[src/rtl/mbox_cmd_scheduler_if.sv]
// mbox_cmd_scheduler_if
// Bundles the post, mailbox RAM, SPI engine and completion signals of the
// mailbox command scheduler.
//   master : the scheduler side (drives post_err, ram_*, spi_cmd*, done_*,
//            pending, busy)
//   slave  : the environment side (drives post_*, ram_rdata, spi_cmd_ready,
//            spi_done, spi_rdata)
interface mbox_cmd_scheduler_if #(
  parameter int N_SLOTS = 16,
  parameter int ADDR_W  = 5
);
  logic              post_valid;
  logic [ADDR_W-1:0] post_slot;
  logic              post_err;

  logic              ram_en;
  logic              ram_we;
  logic [ADDR_W-1:0] ram_addr;
  logic [40:0]       ram_wdata;
  logic [40:0]       ram_rdata;

  logic              spi_cmd_valid;
  logic              spi_cmd_ready;
  logic [40:0]       spi_cmd;
  logic              spi_done;
  logic [31:0]       spi_rdata;

  logic              done_valid;
  logic [ADDR_W-1:0] done_slot;
  logic              done_rd;
  logic              done_err;

  logic [N_SLOTS-1:0] pending;
  logic              busy;

  modport master (
    input  post_valid, post_slot, ram_rdata, spi_cmd_ready, spi_done, spi_rdata,
    output post_err, ram_en, ram_we, ram_addr, ram_wdata, spi_cmd_valid, spi_cmd,
           done_valid, done_slot, done_rd, done_err, pending, busy
  );

  modport slave (
    output post_valid, post_slot, ram_rdata, spi_cmd_ready, spi_done, spi_rdata,
    input  post_err, ram_en, ram_we, ram_addr, ram_wdata, spi_cmd_valid, spi_cmd,
           done_valid, done_slot, done_rd, done_err, pending, busy
  );
endinterface

[src/rtl/mbox_cmd_scheduler.sv]
// mbox_cmd_scheduler
// Sequencer for the SPI command mailbox RAM. Posted slot indices set bits in
// a pending bitmap; slots are served round-robin: fetch the command word,
// offer it to the SPI engine, write read results back into the same slot and
// pulse a completion.
// Command word: [40] rd, [39:32] register address, [31:0] data.
// Ports:
//   clk  : clock
//   rst  : synchronous reset, active-high
//   bus  : mbox_cmd_scheduler_if.master (post, RAM port, SPI engine,
//          completion, pending bitmap, busy)
// Optional feature macro: CMD_TIMEOUT_EN -- bounds WAIT_SPI to TIMEOUT_CYC
// cycles; an expired read writes back data 0 and completes with done_err=1.
// Without it WAIT_SPI waits indefinitely and done_err is tied to 0.
//
// state     | meaning
// ----------+----------------------------------------------------------
// IDLE      | nothing in service; picks the next pending slot
// FETCH     | RAM read of the selected slot
// CAPTURE   | RAM read data registered into cmd_q
// ISSUE     | command offered to the SPI engine until accepted
// WAIT_SPI  | read accepted, waiting for spi_done
// WRITEBACK | read result written back into the slot
// COMPLETE  | completion pulse, slot cleared, round-robin pointer advanced
module mbox_cmd_scheduler #(
  parameter int N_SLOTS     = 16,
  parameter int ADDR_W      = 5,
  parameter int TIMEOUT_CYC = 1024
) (
  input  logic                 clk,
  input  logic                 rst,
  mbox_cmd_scheduler_if.master bus
);

  if ((2 ** ADDR_W) < N_SLOTS) begin : g_bad_addr_w
    $error("ADDR_W too small for N_SLOTS");
  end
  if (TIMEOUT_CYC < 2) begin : g_bad_timeout
    $error("TIMEOUT_CYC must be at least 2");
  end

  typedef enum logic [2:0] {
    IDLE, FETCH, CAPTURE, ISSUE, WAIT_SPI, WRITEBACK, COMPLETE
  } state_t;

  state_t             state;
  logic [N_SLOTS-1:0] pending_q;
  logic [ADDR_W-1:0]  rr_ptr;
  logic [ADDR_W-1:0]  slot_q;
  logic [40:0]        cmd_q;

  logic               post_err_q;
  logic               ram_en_q;
  logic               ram_we_q;
  logic [ADDR_W-1:0]  ram_addr_q;
  logic [40:0]        ram_wdata_q;
  logic               spi_valid_q;
  logic               done_valid_q;
  logic [ADDR_W-1:0]  done_slot_q;
  logic               done_rd_q;
  logic               busy_q;

`ifdef CMD_TIMEOUT_EN
  localparam int CNT_W = $clog2(TIMEOUT_CYC);
  logic [CNT_W-1:0]   tmo_cnt;
  logic               tmo_q;
  logic               done_err_q;
`endif

  // Post acceptance. The slot being cleared in COMPLETE does not count as a
  // duplicate, so a repost in that cycle is accepted and its set wins.
  logic               post_in_range;
  logic               post_dup;
  logic               post_ok;
  logic [N_SLOTS-1:0] post_mask;
  logic [N_SLOTS-1:0] clr_mask;

  always_comb begin
    post_in_range = int'(bus.post_slot) < N_SLOTS;
    post_mask     = N_SLOTS'(1) << bus.post_slot;
    clr_mask      = (state == COMPLETE) ? (N_SLOTS'(1) << slot_q) : '0;
    post_dup      = |(pending_q & post_mask & ~clr_mask);
    post_ok       = bus.post_valid && post_in_range && !post_dup;
  end

  // Round-robin pick: rotate the bitmap so rr_ptr lands on bit 0, take the
  // lowest set bit, then add rr_ptr back modulo N_SLOTS.
  logic [N_SLOTS-1:0] rot;
  logic [N_SLOTS-1:0] rot_sh;
  logic [ADDR_W-1:0]  sel_slot;
  int                 sel_off;
  int                 sel_sum;

  always_comb begin
    rot     = N_SLOTS'({pending_q, pending_q} >> rr_ptr);
    rot_sh  = '0;
    sel_off = 0;
    for (int i = N_SLOTS - 1; i >= 0; i--) begin
      rot_sh = rot >> i;
      if (rot_sh[0]) sel_off = i;
    end
    sel_sum = int'(rr_ptr) + sel_off;
    if (sel_sum >= N_SLOTS) sel_sum = sel_sum - N_SLOTS;
    sel_slot = ADDR_W'(sel_sum);
  end

  always_ff @(posedge clk) begin
    if (rst) begin
      state        <= IDLE;
      pending_q    <= '0;
      rr_ptr       <= '0;
      slot_q       <= '0;
      cmd_q        <= '0;
      post_err_q   <= 1'b0;
      ram_en_q     <= 1'b0;
      ram_we_q     <= 1'b0;
      ram_addr_q   <= '0;
      ram_wdata_q  <= '0;
      spi_valid_q  <= 1'b0;
      done_valid_q <= 1'b0;
      done_slot_q  <= '0;
      done_rd_q    <= 1'b0;
      busy_q       <= 1'b0;
`ifdef CMD_TIMEOUT_EN
      tmo_cnt      <= '0;
      tmo_q        <= 1'b0;
      done_err_q   <= 1'b0;
`endif
    end else begin
      pending_q    <= (pending_q & ~clr_mask) | (post_ok ? post_mask : '0);
      post_err_q   <= bus.post_valid && !post_ok;
      ram_en_q     <= 1'b0;
      ram_we_q     <= 1'b0;
      ram_addr_q   <= '0;
      ram_wdata_q  <= '0;
      done_valid_q <= 1'b0;
      done_slot_q  <= '0;
      done_rd_q    <= 1'b0;
`ifdef CMD_TIMEOUT_EN
      done_err_q   <= 1'b0;
`endif
      case (state)
        IDLE: begin
          if (|pending_q) begin
            slot_q     <= sel_slot;
            ram_en_q   <= 1'b1;
            ram_addr_q <= sel_slot;
            busy_q     <= 1'b1;
            state      <= FETCH;
          end
        end
        FETCH: state <= CAPTURE;
        CAPTURE: begin
          cmd_q       <= bus.ram_rdata;
          spi_valid_q <= 1'b1;
          state       <= ISSUE;
        end
        ISSUE: begin
          if (bus.spi_cmd_ready) begin
            spi_valid_q <= 1'b0;
            if (cmd_q[40]) begin
              state <= WAIT_SPI;
`ifdef CMD_TIMEOUT_EN
              tmo_cnt <= CNT_W'(TIMEOUT_CYC - 1);
              tmo_q   <= 1'b0;
`endif
            end else begin
              done_valid_q <= 1'b1;
              done_slot_q  <= slot_q;
              done_rd_q    <= 1'b0;
              state        <= COMPLETE;
            end
          end
        end
        WAIT_SPI: begin
          // spi_done on the expiry cycle wins over the timeout
          if (bus.spi_done) begin
            ram_en_q    <= 1'b1;
            ram_we_q    <= 1'b1;
            ram_addr_q  <= slot_q;
            ram_wdata_q <= {1'b1, cmd_q[39:32], bus.spi_rdata};
            state       <= WRITEBACK;
          end
`ifdef CMD_TIMEOUT_EN
          else if (tmo_cnt == '0) begin
            ram_en_q    <= 1'b1;
            ram_we_q    <= 1'b1;
            ram_addr_q  <= slot_q;
            ram_wdata_q <= {1'b1, cmd_q[39:32], 32'h0};
            tmo_q       <= 1'b1;
            state       <= WRITEBACK;
          end else begin
            tmo_cnt <= tmo_cnt - 1'b1;
          end
`endif
        end
        WRITEBACK: begin
          done_valid_q <= 1'b1;
          done_slot_q  <= slot_q;
          done_rd_q    <= cmd_q[40];
`ifdef CMD_TIMEOUT_EN
          done_err_q   <= tmo_q;
`endif
          state        <= COMPLETE;
        end
        COMPLETE: begin
          rr_ptr <= (slot_q == ADDR_W'(N_SLOTS - 1)) ? '0 : slot_q + 1'b1;
          busy_q <= 1'b0;
          state  <= IDLE;
        end
        default: state <= IDLE;
      endcase
    end
  end

  assign bus.post_err      = post_err_q;
  assign bus.ram_en        = ram_en_q;
  assign bus.ram_we        = ram_we_q;
  assign bus.ram_addr      = ram_addr_q;
  assign bus.ram_wdata     = ram_wdata_q;
  assign bus.spi_cmd_valid = spi_valid_q;
  assign bus.spi_cmd       = cmd_q;
  assign bus.done_valid    = done_valid_q;
  assign bus.done_slot     = done_slot_q;
  assign bus.done_rd       = done_rd_q;
  assign bus.pending       = pending_q;
  assign bus.busy          = busy_q;
`ifdef CMD_TIMEOUT_EN
  assign bus.done_err      = done_err_q;
`else
  assign bus.done_err      = 1'b0;
`endif

endmodule

[src/flat_wrapper.sv]
// flat-port wrapper written by rule: the top's interface ports become plain ports
module mbox_cmd_scheduler_flat 
#(
  parameter int N_SLOTS     = 16,
  parameter int ADDR_W      = 5,
  parameter int TIMEOUT_CYC = 1024
)
  (clk, rst, bus_post_valid, bus_post_slot, bus_ram_rdata, bus_spi_cmd_ready, bus_spi_done, bus_spi_rdata, bus_post_err, bus_ram_en, bus_ram_we, bus_ram_addr, bus_ram_wdata, bus_spi_cmd_valid, bus_spi_cmd, bus_done_valid, bus_done_slot, bus_done_rd, bus_done_err, bus_pending, bus_busy);
  mbox_cmd_scheduler_if #(.N_SLOTS(N_SLOTS), .ADDR_W(ADDR_W)) bus_i ();
  input  logic clk;
  input  logic rst;
  input wire logic [$bits(bus_i.post_valid)-1:0] bus_post_valid;
  input wire logic [$bits(bus_i.post_slot)-1:0] bus_post_slot;
  input wire logic [$bits(bus_i.ram_rdata)-1:0] bus_ram_rdata;
  input wire logic [$bits(bus_i.spi_cmd_ready)-1:0] bus_spi_cmd_ready;
  input wire logic [$bits(bus_i.spi_done)-1:0] bus_spi_done;
  input wire logic [$bits(bus_i.spi_rdata)-1:0] bus_spi_rdata;
  output wire logic [$bits(bus_i.post_err)-1:0] bus_post_err;
  output wire logic [$bits(bus_i.ram_en)-1:0] bus_ram_en;
  output wire logic [$bits(bus_i.ram_we)-1:0] bus_ram_we;
  output wire logic [$bits(bus_i.ram_addr)-1:0] bus_ram_addr;
  output wire logic [$bits(bus_i.ram_wdata)-1:0] bus_ram_wdata;
  output wire logic [$bits(bus_i.spi_cmd_valid)-1:0] bus_spi_cmd_valid;
  output wire logic [$bits(bus_i.spi_cmd)-1:0] bus_spi_cmd;
  output wire logic [$bits(bus_i.done_valid)-1:0] bus_done_valid;
  output wire logic [$bits(bus_i.done_slot)-1:0] bus_done_slot;
  output wire logic [$bits(bus_i.done_rd)-1:0] bus_done_rd;
  output wire logic [$bits(bus_i.done_err)-1:0] bus_done_err;
  output wire logic [$bits(bus_i.pending)-1:0] bus_pending;
  output wire logic [$bits(bus_i.busy)-1:0] bus_busy;
  assign bus_i.post_valid = bus_post_valid;
  assign bus_i.post_slot = bus_post_slot;
  assign bus_i.ram_rdata = bus_ram_rdata;
  assign bus_i.spi_cmd_ready = bus_spi_cmd_ready;
  assign bus_i.spi_done = bus_spi_done;
  assign bus_i.spi_rdata = bus_spi_rdata;
  assign bus_post_err = bus_i.post_err;
  assign bus_ram_en = bus_i.ram_en;
  assign bus_ram_we = bus_i.ram_we;
  assign bus_ram_addr = bus_i.ram_addr;
  assign bus_ram_wdata = bus_i.ram_wdata;
  assign bus_spi_cmd_valid = bus_i.spi_cmd_valid;
  assign bus_spi_cmd = bus_i.spi_cmd;
  assign bus_done_valid = bus_i.done_valid;
  assign bus_done_slot = bus_i.done_slot;
  assign bus_done_rd = bus_i.done_rd;
  assign bus_done_err = bus_i.done_err;
  assign bus_pending = bus_i.pending;
  assign bus_busy = bus_i.busy;
  mbox_cmd_scheduler #(.N_SLOTS(N_SLOTS), .ADDR_W(ADDR_W), .TIMEOUT_CYC(TIMEOUT_CYC)) u_core (.clk(clk), .rst(rst), .bus(bus_i));
endmodule
[config.mk]
export PLATFORM = sky130hd
export DESIGN_NAME = mbox_cmd_scheduler_flat
export DESIGN_NICKNAME = d
export VERILOG_FILES = /design/src/rtl/mbox_cmd_scheduler_if.sv /design/src/rtl/mbox_cmd_scheduler.sv /design/src/flat_wrapper.sv
export SDC_FILE = /design/constraint.sdc
export NUM_CORES = 1
export LEC_CHECK = 0
export ABC_AREA = 1
export BUFFER_PORTS_ARGS = -buffer_cell sky130_fd_sc_hd__buf_2
export CAP_MARGIN = 20
export CORE_MARGIN = 8
export CORE_UTILIZATION = 54
export DETAILED_ROUTE_END_ITERATION = 8
export GPL_ROUTABILITY_DRIVEN = 0
export PLACE_DENSITY = 0.89
export SLEW_MARGIN = 20
export SYNTH_ARGS = -nofsm -noshare
export SYNTH_HDL_FRONTEND = slang
export SYNTH_SLANG_ARGS = --single-unit
export TNS_END_PERCENT = 50
[constraint.sdc]
create_clock -name clk -period 4.95 [get_ports clk]
set_clock_uncertainty 0.05 [all_clocks]
set_input_delay 0.99 -clock clk [delete_from_list [all_inputs] [get_ports clk]]
set_output_delay 0.99 -clock clk [all_outputs]
set_load 0.05 [all_outputs]
==> results.md, run 1 <==
- The transition time of the tightest slew-check pin is 0.968 ns.
- Dividing total power by cell area gives a power density of roughly 330 nW/um^2.
- The number of design rule violations left after detail routing is 0.
- The largest voltage drop on the vdd net is 0.279 mV.
- The cell repeated most along the worst path is sky130_fd_sc_hd__nand2_1.
- The worst-path maximum fanout is 20.
- On the worst path, the slowest cell contributes a delay of around 0.77 ns.
- The area of the die is 14500 um^2.
- By area the synthesized netlist is led by sky130_fd_sc_hd__dfxtp_1 43%, sky130_fd_sc_hd__nand2_1 13%, sky130_fd_sc_hd__nand3_1 11%.
- The number of hold buffers added after CTS was 0.
- The main flop type after synthesis is sky130_fd_sc_hd__dfxtp_1.
- Synthesis inferred between 100 and 150 register bits.
- In the global route stage, overall resource usage came out at 25.1%.
- By startpoint and endpoint, the worst setup path is classified as flip-flop to flip-flop.
- The number of pins with negative max-slew slack in the final report is 0.
- The placed wire-length estimate is 13400 um.
- The kind of cell with the highest combined delay along the critical path is simple AND/OR/NAND/NOR gates.
- After routing, the total negative slack on setup checks comes to 0 ns.
- The buffer and inverter count on the worst path is 1.
- The final hold slack is roughly 0.40 ns.
- For this block, the routed nets add up to ~19000 um of wire.
- The count of final hold-check violations came to 0.
- The most frequently used cell type in the post-synthesis netlist is sky130_fd_sc_hd__nand2_1.
- For this run the aggregate overflow at the end of global routing stands at 0.
- For the worst setup path, the data arrival time is 4.36 ns.
- In this run the remaining antenna-violating nets after routing total 0.
- The routed layout has about 6500 vias.
- Dividing the final minimum period by the clock period gives about 82%.
- The category of the worst setup path capture point is a flip-flop.
- The minimum clock period is slightly above 4 ns.
- The total iterations of the first detailed-routing run is 6.
- The area of the mapped netlist is 5890 um^2.
- The via count of the first global-routing pass is 6225.
- From synthesis to final layout, the design area changed by 27.1%.
- The number of ports placed on the die boundary is between 150 and 200.
- Using the TritonRoute via totals, the vias-per-cell ratio works out to between 5 and 6.
- During placement, the flow inserted port buffers numbering 197.
- The leakage dissipation is around 3.7 nW.
- The clock root buffer is sky130_fd_sc_hd__clkbuf_8.
- The clock network latency to the later pin of the worst-skew pair is roughly 0.52 ns.
- The number of nets in the synthesized netlist is between 900 and 1000.
- Setup repair after global routing left no endpoint under its margin.
- Post-CTS repair changed the size of 0 cells.
- The commonest cells after synthesis are 203 x sky130_fd_sc_hd__nand2_1, 127 x sky130_fd_sc_hd__dfxtp_1, 125 x sky130_fd_sc_hd__nand3_1, 95 x sky130_fd_sc_hd__nor2_1, 93 x sky130_fd_sc_hd__inv_1.
- In this run the standard cell core region covers roughly 11000 um^2.
- The total power after layout is 0.00245 W.
- After clock tree synthesis, the setup repair step added 0 buffers.
- In this run the register-to-register setup slack is 0.90 ns.
- The number of buffers created by CTS is 17.
- The clock sink count is 127.
- The Yosys step of the flow raised 0 warnings.
- The count of unique library cells instantiated by Yosys is 39.
- Data on the critical path is required at its endpoint by 5.26 ns.
- The cell at the slowest stage of the critical path is sky130_fd_sc_hd__dfxtp_1.
- The synthesized design devotes to its leading area cell type between 40% and 50% of total area.
- The count of endpoints failing setup in the final report is 0.
- The floorplan die height is between 100 and 150 um.
- The cell type with the largest total area after synthesis is sky130_fd_sc_hd__dfxtp_1.
- The initial antenna violation count came to 1.
- The number of DRC violations after detailed-routing iteration 0 is between 700 and 800.
- The flow ran to the end, and the final reports show no timing, DRC or antenna violations.
- Measured along the x axis, the die boundary spans 120 um.
- The buffer levels on the longest clock path is 2.
- Fill cells in the final layout number 898.
- Entering global routing, the biggest net connects 52 pins.
- In the synthesized netlist the async set-or-reset flop fraction comes to 0%.
- The first-pass GRT wire length is a little under 30000 um.
- After clock tree synthesis, the clock-pin slew on the worst setup and hold paths is approximately 0.06 ns.
- Dividing the synthesized area by the synthesized cell count gives a little under 7 um^2.
- The clock tree from TritonCTS is yes.
- The worst pin sits at a relative slew slack of around a third.
- The layout net count is ~1100.
- The post-synthesis cell count is 860.
- The placement row count is 38.
- The nature of the critical path startpoint is a flip-flop.
- The initial utilization of the core area, before any placement, comes to 54.8%.
- CTS built an H-tree with a depth of 4.
- The kind of path behind the tightest hold check is flip-flop to flip-flop.
- The highest attainable clock frequency is approximately 0.25 GHz.
- In the final layout, the share of cells above drive strength 1 is between 20% and 30%.
- The proportion of synthesized chip area in sequential cells is a little over two fifths.
- The average wire length per cell after detail routing is approximately 16 um.
- Cells fill 69.6% of the core in the end.
- Across the run, the number of max-cap violations was 0.
- Counting flops with a built-in enable in the synthesized netlist gives 0.
[sequential cells by signal, indices dropped and copies added, names as in the netlist]
signal	count
u_core.bus.ram_we	1
u_core.bus.spi_cmd	41
u_core.bus.done_rd	1
u_core.state	3
u_core.bus.spi_cmd_valid	1
u_core.bus.done_slot	5
u_core.bus.ram_addr	5
u_core.bus.busy	1
u_core.rr_ptr	5
u_core.bus.done_valid	1
u_core.bus.ram_en	1
u_core.bus.post_err	1
u_core.slot_q	5
u_core.bus.pending	16
u_core.bus.ram_wdata	40
[logic make-up after synthesis]
logic type      Yosys count  synth area share [%]
compound gates          131                  12.0
xor+xnor                  1                 0.149
flops                   127                  43.2
simple gates            450                  32.7
other cells               1                0.0637
fa+ha+maj                11                  2.47
buf+inv                 139                  9.42
[final cells by class]
type	instances	area, um^2	share of cell area (%)
Multi-Input combinational cell	594	2790	37.3
Antenna cell	1	2.50	0.0335
Timing Repair Buffer	201	1020	13.6
Clock buffer	17	414	5.54
Inverter	99	372	4.97
Sequential cell	127	2540	34.0
Tap cell	140	175	2.34
Clock inverter	15	165	2.21
[report_power, final]
group          internal, W  switching (W)
registers          0.00103      0.0000101
logic            0.0000544       0.000129
clock network     0.000691       0.000532
total              0.00178       0.000671
[path summary, 6_finish.rpt]
| check | startpoint | end | cells after the start |
|---|---|---|---|
| min | u_core.bus.spi_cmd[37] | u_core.bus.ram_wdata[37] | 2 |
| min reg2reg | u_core.bus.spi_cmd[37] | u_core.bus.ram_wdata[37] | 2 |
| max | u_core.rr_ptr[0] | u_core.slot_q[4] | 27 |
| max reg2reg | u_core.rr_ptr[0] | u_core.slot_q[4] | 27 |
[worst min-delay path, stage by stage (launching register included)]
cell and delay [ns]:
sky130_fd_sc_hd__dfxtp_1 0.31, sky130_fd_sc_hd__inv_1 0.06, sky130_fd_sc_hd__nor2_1 0.04
[through the flow]
| stage | instances | setup slack [ns] | instance area [um^2] |
|---|---|---|---|
| after global placement | 1161 | 1.14 | 6900 |
| after floorplan | 860 | 1.72 | 5890 |
| after CTS | 1193 | 0.991 | 7480 |
| after global routing | 1194 | 0.479 | 7480 |
| after detailed placement | 1161 | 0.992 | 6900 |
| final | 1194 | 0.895 | 7480 |
[cells in the final DEF (no fill, tap or decap), drive strengths merged, types with 2 or more instances in the layout]
cell type and count:
dfxtp 127, clkinv 5, clkbuf 17, nor4 4, nor2 96, o221ai 3
a221oi 3, a31oi 3, o21ai 29, nand3 125, a21oi 84, ha 10
a211oi 2, nand2 203, nand4 4, inv 106, o211ai 2, clkinvlp 2
nor3 13, and2 3, buf 201
[metal layers]
layer  global-route usage [%]  vias to the layer above  part of all wire, %
li1                         -                     3157                    -
met1                     26.6                     2932                   37
met2                     43.9                      330                   50
met3                     10.6                       44                   11
met4                     8.67                        0                  1.9
met5                        0                        -                    0
No activity file was read; power rests on OpenSTA's default activity.
==> inputs of run 2 (changes only) <==
CORE_UTILIZATION = 46   (was 54)
PLACE_DENSITY = 0.81   (was 0.89)
clock period = 3.36 ns   (was 4.95 ns; I/O delays follow)
==> run 2 against run 1 <==
  * Critical path depth did not move
  * Combinational power rose by 52%
  * Clock-buffer cell count did not move
  * Power rose by 47%
  * Cell count rose by 4.7%
  * Fmax rose by 25%
  * Register-to-register slack got worse by 0.78 ns
  * Sequential share of layout area fell by 1.9 points
  * Via count rose by 1.4%
  * Worst hold slack got worse by 0.0015 ns
  * Flip-flop and latch count did not move
  * Critical path type unchanged
  * Largest power group unchanged
  * Highest routed layer unchanged
==> results.md, run 2 (synthesized netlist as in run 1, its figures left out) <==
- The flow ran to the end, and the final reports show no timing, DRC or antenna violations.
- Clock tree synthesis selected as its root buffer the cell sky130_fd_sc_hd__clkbuf_16.
- The endpoint arrival time on the critical path was 3.47 ns (-0.89 ns).
- The most common cell after layout, fill and taps aside is sky130_fd_sc_hd__buf_2.
- The final hold slack is 0.402 ns (-0.00147 ns).
- The worst-path maximum fanout is 6 (-70%).
- The clock sink count came to 127 (unchanged).
- The total iterations of the first detailed-routing run is 6 (unchanged).
- The tightest slew margin relative to the limit came to 63.3% (+28 points).
- The area growth from synthesis to layout is 34.9%.
- The pin count of the biggest net entering global routing is 52 (unchanged).
- The start-to-end type of the worst setup path is flip-flop to flip-flop.
- The fraction of final layout cells with drive strength greater than 1 is 29.3% (+6.3 points).
- The areal power density over the cells is 455 nW/um^2 (+39%).
- The number of flip-flops under the largest register name is 41 (unchanged).
- The clock transition at the register clock pins on the worst setup and hold paths after CTS is 0.06 ns (about the same).
- The average wire length per cell after detail routing is 15.5 um (-0.19%).
- The category of cells accounting for the largest share of critical-path delay is simple AND/OR/NAND/NOR gates.
- The power share of the sequential group came to 42.5% (about the same).
- The worst setup path is captured at a flip-flop.
- The slowest stage of the critical path is the sky130_fd_sc_hd__fa_2 cell.
- The max-cap check violation count is 0 (unchanged).
- The floorplan die height is 129 um (+7.2%).
- The number of cells in the design after placement came to 1213 (+4.5%).
- The cell internal power dissipation is 0.00271 W (+52%).
- The buffer levels on the longest clock path is 2 (unchanged).
- The count of final hold-check violations is 0 (unchanged).
- The leakage dissipation is 3.89 nW (+6.0%).
- The number of design rule violations left after detail routing is 0 (unchanged).
- The initial core utilization is 46.8% (-7.9 points).
- The residual overflow from global routing came to 0 (unchanged).
- The buffer and inverter count on the worst path is 1 (unchanged).
- The critical path's largest stage delay is 0.41 ns (-0.36 ns).
- The number of buffers created by CTS is 17 (unchanged).
- The wire length after detailed routing is 19400 um (+4.5%).
- The number of DRC violations after detailed-routing iteration 0 is 698 (-4.5%).
- The count of endpoints failing setup in the final report was 0 (unchanged).
- The final worst-path cycle share is 96.5% (+15 points).
- The via count normalized by instance count came to 5.24 (-3.1%).
- STA classifies the critical path startpoint as a flip-flop.
- The first-pass GRT wire length is 30300 um (+1.9%).
- Setup repair after global routing could not meet its margin everywhere.
- The post-detailed-route count of antenna-violating nets is 0 (unchanged).
- The standard cell core area is 12600 um^2 (+17%).
- The combinational fraction of design power is 7.7% (+0.2 points).
- The number of fill cells in the layout is 1074 (+20%).
- The diode insertion count for antenna repair is 0 (-1).
- The total routing resource utilization after global routing came to 22.9% (-2.3 points).
- The area of the die came to 16700 um^2 (+15%).
- The H-tree depth reported by CTS is 4 (unchanged).
- The kind of path behind the tightest hold check is flip-flop to flip-flop.
- The required time at the worst-slack endpoint is 3.59 ns (-1.67 ns).
- The highest attainable clock frequency is 0.309 GHz (+25%).
- The via count of the first global-routing pass is 6324 (+1.6%).
- The placed wire-length estimate is 14000 um (+4.6%).
- The minimum clock period is 3.24 ns (-0.814 ns).
- The largest voltage drop on the vdd net is 0.416 mV (+49%).
- The library cells used most frequently in the layout, excluding fill and tap cells, are 197 x sky130_fd_sc_hd__buf_2, 189 x sky130_fd_sc_hd__nand2_1, 121 x sky130_fd_sc_hd__dfxtp_1, 109 x sky130_fd_sc_hd__nand3_1, 93 x sky130_fd_sc_hd__inv_1.
- The number of port buffers is 197 (unchanged).
- The layout net count is 1159 (+2.2%).
- The number of ports placed on the die boundary is 199 (unchanged).
- The switching power total came to 0.000907 W (+35%).
- The transition time of the tightest slew-check pin came to 0.551 ns (-0.417 ns).
- The number of hold buffers added after cts is 0 (unchanged).
- The portion of total power attributed to the clock network is 49.7% (-0.2 points).
- The placement row count is 41 (+7.9%).
- The final-layout setup total negative slack is 0 ns (unchanged).
- The final instance count without filler cells came to 1250 (+4.7%).
- The die boundary width is 129 um (+7.2%).
- The total number of vias is 6555 (+1.4%).
- The number of pins with negative max-slew slack in the final report is 0 (unchanged).
- The initial antenna violation count is 0 (-1).
- Among the stages of the critical path, the cell type that occurs most often is sky130_fd_sc_hd__nand2_1.
- The clock network latency to the later pin of the worst-skew pair is 0.41 ns (-0.11 ns).
- The clock tree from TritonCTS is yes.
- The fraction of power spent switching nets is 25.1% (-2.3 points).
==> run 2: layout make-up <==
class | count | area (um^2) | share of cell area [%]
clock buffers | 17 | 425 | 5.36
clock inverters | 15 | 160 | 2.02
inverters | 99 | 379 | 4.77
well taps | 172 | 215 | 2.71
multi-input cells | 594 | 2970 | 37.4
repair buffers | 226 | 1240 | 15.6
flip-flops and latches | 127 | 2550 | 32.1
==> run 2: stage by stage <==
stage / total power [W] / area (um^2) / setup WS [ns] / util [%]
2_1_floorplan: 0.00174 / 5890 / 0.127 / -
3_3_place_gp: 0.00184 / 7090 / 0.189 / 56.4
3_5_place_dp: 0.00184 / 7090 / 0.0886 / 56.4
4_1_cts: 0.00363 / 7670 / 0.0794 / 61.1
5_1_grt: 0.00374 / 7940 / -0.177 / 63.2
6_report: 0.00362 / 7940 / 0.119 / 63.2
==> run 2: path summary, 6_finish.rpt <==
kind / startpoint / to / slack, ns / cells past startpoint
setup reg to reg: u_core.rr_ptr[0] / u_core.slot_q[4] / 0.12 / 27
hold / removal: u_core.bus.spi_cmd[38] / u_core.bus.ram_wdata[38] / 0.40 / 2
hold reg to reg: u_core.bus.spi_cmd[38] / u_core.bus.ram_wdata[38] / 0.40 / 2
setup / recovery: u_core.rr_ptr[0] / u_core.slot_q[4] / 0.12 / 27
==> run 2: power groups by stage <==
stage / Combinational, W / Clock, W / Sequential [W]
after global routing: 0.000304 / 0.00190 / 0.00154
after detailed placement: 0.000272 / 0 / 0.00157
final: 0.000279 / 0.00180 / 0.00154
after global placement: 0.000269 / 0 / 0.00157
after floorplan: 0.000117 / 0 / 0.00163
after CTS: 0.000274 / 0.00182 / 0.00154
==> run 2: repair_timing <==
item | CTS | global route
gates resized for setup | 0 | 69
endpoints found under the setup margin | 0 | 8
buffers inserted | 0 | 4
==> run 2: layer usage <==
layer / wire length (um) / GRT usage [%]
met1: 7310 / 25.4
met4: 485 / 8.71
met3: 2020 / 8.71
met2: 9600 / 38.8
met5: 0 / 0
==> run 2: tightest hold or removal path, stage by stage (launching register included) <==
cell,delay (ns)
sky130_fd_sc_hd__dfxtp_1,0.30
sky130_fd_sc_hd__inv_1,0.06
sky130_fd_sc_hd__nor2_1,0.04
==> inputs of run 3 (changes only) <==
CORE_MARGIN = 2   (was 8)
CORE_UTILIZATION = 47   (was 46)
CTS_BUF_LIST = sky130_fd_sc_hd__clkbuf_4 sky130_fd_sc_hd__clkbuf_8   (was default)
PLACE_DENSITY = 0.82   (was 0.81)
==> run 3 against run 2 <==
  * Register-to-register slack gained 0.08 ns
  * Cell area shrank 3.9%
  * Highest routed layer unchanged
  * Die area fell by 19%
==> results.md, run 3 (synthesized netlist as in run 1, its figures left out) <==
- The placed wire-length estimate is 12600 um (-10%).
- The fraction of final layout cells with drive strength greater than 1 is 26.8% (-2.5 points).
- The leakage dissipation is 3.73 nW (-4.1%).
- The post-detailed-route count of antenna-violating nets is 0 (unchanged).
- The worst-path maximum fanout was 17 (+11).
- The minimum clock period is 3.16 ns (-0.0820 ns).
- The clock tree from TritonCTS is yes.
- The clock transition at the register clock pins on the worst setup and hold paths after CTS is 0.07 ns (about the same).
- The tightest slew margin relative to the limit is 61.1% (-2.2 points).
- The run finished with clean final reports.
- The number of pins with negative max-slew slack in the final report was 0 (unchanged).
- The final standard cell area without fillers came to 7630 um^2 (-3.9%).
- The cell repeated most along the worst path is sky130_fd_sc_hd__nand2_1.
- The number of design rule violations left after detail routing is 0 (unchanged).
- The count of final hold-check violations came to 0 (unchanged).
- The cell internal power dissipation was 0.00258 W (-4.6%).
- The pin count of the biggest net entering global routing is 52 (unchanged).
- The final hold slack was 0.392 ns (-0.0107 ns).
- The power share of the sequential group is 45.6% (+3.1 points).
- The placement row count is 40 (-2.4%).
- The critical path's largest stage delay came to 0.37 ns (-0.04 ns).
- The clock root buffer is sky130_fd_sc_hd__clkbuf_8.
- The count of endpoints failing setup in the final report is 0 (unchanged).
- The nature of the critical path startpoint is a flip-flop.
- The number of buffers created by CTS is 17 (unchanged).
- The number of ports placed on the die boundary was 199 (unchanged).
- The number of port buffers came to 197 (unchanged).
- The buffer and inverter count on the worst path is 1 (unchanged).
- The number of cells on the critical path was 27 (unchanged).
- The combinational fraction of design power is 8.1% (+0.4 points).
- The endpoint of the worst-slack reg-to-reg timing path is u_core.bus.ram_addr[4].
- The total routing resource utilization after global routing is 26.1% (+3.2 points).
- The category of cells accounting for the largest share of critical-path delay is simple AND/OR/NAND/NOR gates.
- The required time at the worst-slack endpoint came to 3.61 ns (+0.02 ns).
- The endpoint arrival time on the critical path came to 3.41 ns (-0.06 ns).
- The area of the die is 13400 um^2 (-19%).
- The launching element of the worst setup path is u_core.rr_ptr[0].
- The transition time of the tightest slew-check pin is 0.582 ns (+0.0307 ns).
- The setup slack of the most critical reg-to-reg path is 0.20 ns (+0.08 ns).
- The number of flip-flops under the largest register name is 41 (unchanged).
- The slowest stage of the critical path belongs to the cell sky130_fd_sc_hd__dfxtp_4.
- The buffer levels on the longest clock path came to 2 (unchanged).
- The area growth from synthesis to layout is 29.6%.
- The largest voltage drop on the vdd net is 0.414 mV (-0.52%).
- The number of hold buffers added after cts is 0 (unchanged).
- The layout net count was 1150 (-0.78%).
- The wire length after detailed routing is 17200 um (-11%).
- Leaving out fill and tap cells, the most frequent cell in the layout is sky130_fd_sc_hd__buf_2.
- The portion of total power attributed to the clock network is 46.3% (-3.4 points).
- The kind of path behind the tightest hold check is primary input to flip-flop.
- The initial core utilization is 48.6% (+1.8 points).
- The clock network latency to the later pin of the worst-skew pair is 0.44 ns (+0.03 ns).
- The category of the worst setup path capture point is a flip-flop.
- The launching point of the worst reg2reg path is u_core.rr_ptr[0].
- The total iterations of the first detailed-routing run is 7 (+1).
- The highest attainable clock frequency is 0.317 GHz (+2.6%).
- The instance area at placement is 7070 um^2 (-0.32%).
- The fraction of power spent switching nets is 23.4% (-1.7 points).
- The floorplan die height is 116 um (-10%).
- The via count of the first global-routing pass is 6021 (-4.8%).
- The via count normalized by instance count is 5.15 (-1.8%).
- The cell depth of the worst flop-to-flop path was 27 (unchanged).
- The H-tree depth reported by CTS is 4 (unchanged).
- The number of DRC violations after detailed-routing iteration 0 is 450 (-36%).
- In the layout the commonest cells are 197 x sky130_fd_sc_hd__buf_2, 195 x sky130_fd_sc_hd__nand2_1, 122 x sky130_fd_sc_hd__dfxtp_1, 121 x sky130_fd_sc_hd__nand3_1, 93 x sky130_fd_sc_hd__inv_1.
- The final worst-path cycle share is 94.0% (-2.4 points).
- The initial antenna violation count is 0 (unchanged).
- The diode insertion count for antenna repair came to 0 (unchanged).
- The die boundary width came to 116 um (-10%).
- The switching power total is 0.000789 W (-13%).
- The first-pass GRT wire length is 27800 um (-8.1%).
- The total number of vias is 6367 (-2.9%).
- The worst setup path endpoint is u_core.bus.ram_addr[4].
- The areal power density over the cells is 442 nW/um^2 (-3.0%).
- The average wire length per cell after detail routing was 13.9 um (-10%).
- The worst setup path is of the flip-flop to flip-flop kind.
- The standard cell core area is 12100 um^2 (-3.6%).
- The max-cap check violation count is 0 (unchanged).
- The residual overflow from global routing is 0 (unchanged).
- The clock sink count was 127 (unchanged).
-- run 3: stage by stage --
step	setup WS [ns]	std cells	power (W)	utilization [%]	setup TNS (ns)
CTS	0.0661	1236	0.00339	62.2	0
finish	0.201	1236	0.00337	63.0	0
floorplan	0.127	860	0.00174	-	0
global placement	0.0649	1205	0.00184	58.3	0
global route	-0.0361	1236	0.00349	63.0	-0.120
detailed placement	0.000883	1205	0.00184	58.3	0
-- run 3: cell type report --
type                       instances  area [um^2]
timing repair buffer             217         1150
sequential                       127         2550
fill                            1137         4480
multi-input combinational        594         2870
clock inverter                    11          214
inverter                          99          377
clock buffer                      20          256
tap                              168          210
-- run 3: how the worst min path moves through the flow --
stage	start	end	slack (ns)	depth (start not counted)
detailed placement	u_core.bus.spi_cmd[34]	u_core.bus.ram_wdata[34]	0.39	2
CTS	bus_spi_rdata[11]	u_core.bus.ram_wdata[11]	0.36	3
global route	bus_spi_rdata[30]	u_core.bus.ram_wdata[30]	0.37	3
floorplan	u_core.slot_q[4]	u_core.bus.done_slot[4]	0.43	2
global placement	u_core.bus.spi_cmd[36]	u_core.bus.ram_wdata[36]	0.39	2
finish	bus_spi_rdata[15]	u_core.bus.ram_wdata[15]	0.39	3
-- run 3: what timing repair did --
item                                    CTS  global route
pin swaps                                 0             3
endpoints found under the setup margin    2             8
cloned                                    0             0
resized for setup                         1            40
setup buffers                             0             0
-- run 3: layer usage --
metal | vias up | share of wire (%) | wire length, um | GRT usage (%)
li1 | 3181 | - | - | -
met3 | 38 | 9.6 | 1660 | 8.26
met5 | - | 0 | 0 | 0
met4 | 0 | 2.3 | 402 | 10.8
met2 | 306 | 49 | 8450 | 43.9
met1 | 2842 | 39 | 6710 | 30.9
-- run 3: worst register-to-register path: stages (launching register included) --
cell	delay [ns]
sky130_fd_sc_hd__dfxtp_4	0.37
sky130_fd_sc_hd__buf_12	0.15
sky130_fd_sc_hd__nand2_1	0.11
sky130_fd_sc_hd__nand2_1	0.06
sky130_fd_sc_hd__nand2_1	0.05
sky130_fd_sc_hd__nand2_1	0.08
sky130_fd_sc_hd__o21ai_2	0.13
sky130_fd_sc_hd__nor2_1	0.07
sky130_fd_sc_hd__nor2_2	0.15
sky130_fd_sc_hd__nand2_1	0.07
sky130_fd_sc_hd__nand2_1	0.06
sky130_fd_sc_hd__nand2_1	0.05
sky130_fd_sc_hd__nand2_1	0.05
sky130_fd_sc_hd__nand2_1	0.04
sky130_fd_sc_hd__nand2_1	0.05
sky130_fd_sc_hd__nand2_1	0.05
sky130_fd_sc_hd__nand2_1	0.06
sky130_fd_sc_hd__nand2_1	0.05
sky130_fd_sc_hd__nand2_1	0.06
sky130_fd_sc_hd__nand2_1	0.05
sky130_fd_sc_hd__nand2_1	0.06
sky130_fd_sc_hd__a21oi_1	0.07
sky130_fd_sc_hd__ha_2	0.23
sky130_fd_sc_hd__fa_2	0.36
sky130_fd_sc_hd__a21oi_2	0.14
sky130_fd_sc_hd__nor3_1	0.06
sky130_fd_sc_hd__o211ai_1	0.22
sky130_fd_sc_hd__a21oi_1	0.09
-- run 3: power groups by stage --
| stage | clock, W | sequential, W | combinational, W |
|---|---|---|---|
| 2_1_floorplan | 0 | 0.00163 | 0.000117 |
| 3_3_place_gp | 0 | 0.00157 | 0.000266 |
| 3_5_place_dp | 0 | 0.00157 | 0.000269 |
| 4_1_cts | 0.00158 | 0.00154 | 0.000270 |
| 5_1_grt | 0.00165 | 0.00154 | 0.000301 |
| 6_report | 0.00156 | 0.00154 | 0.000273 |
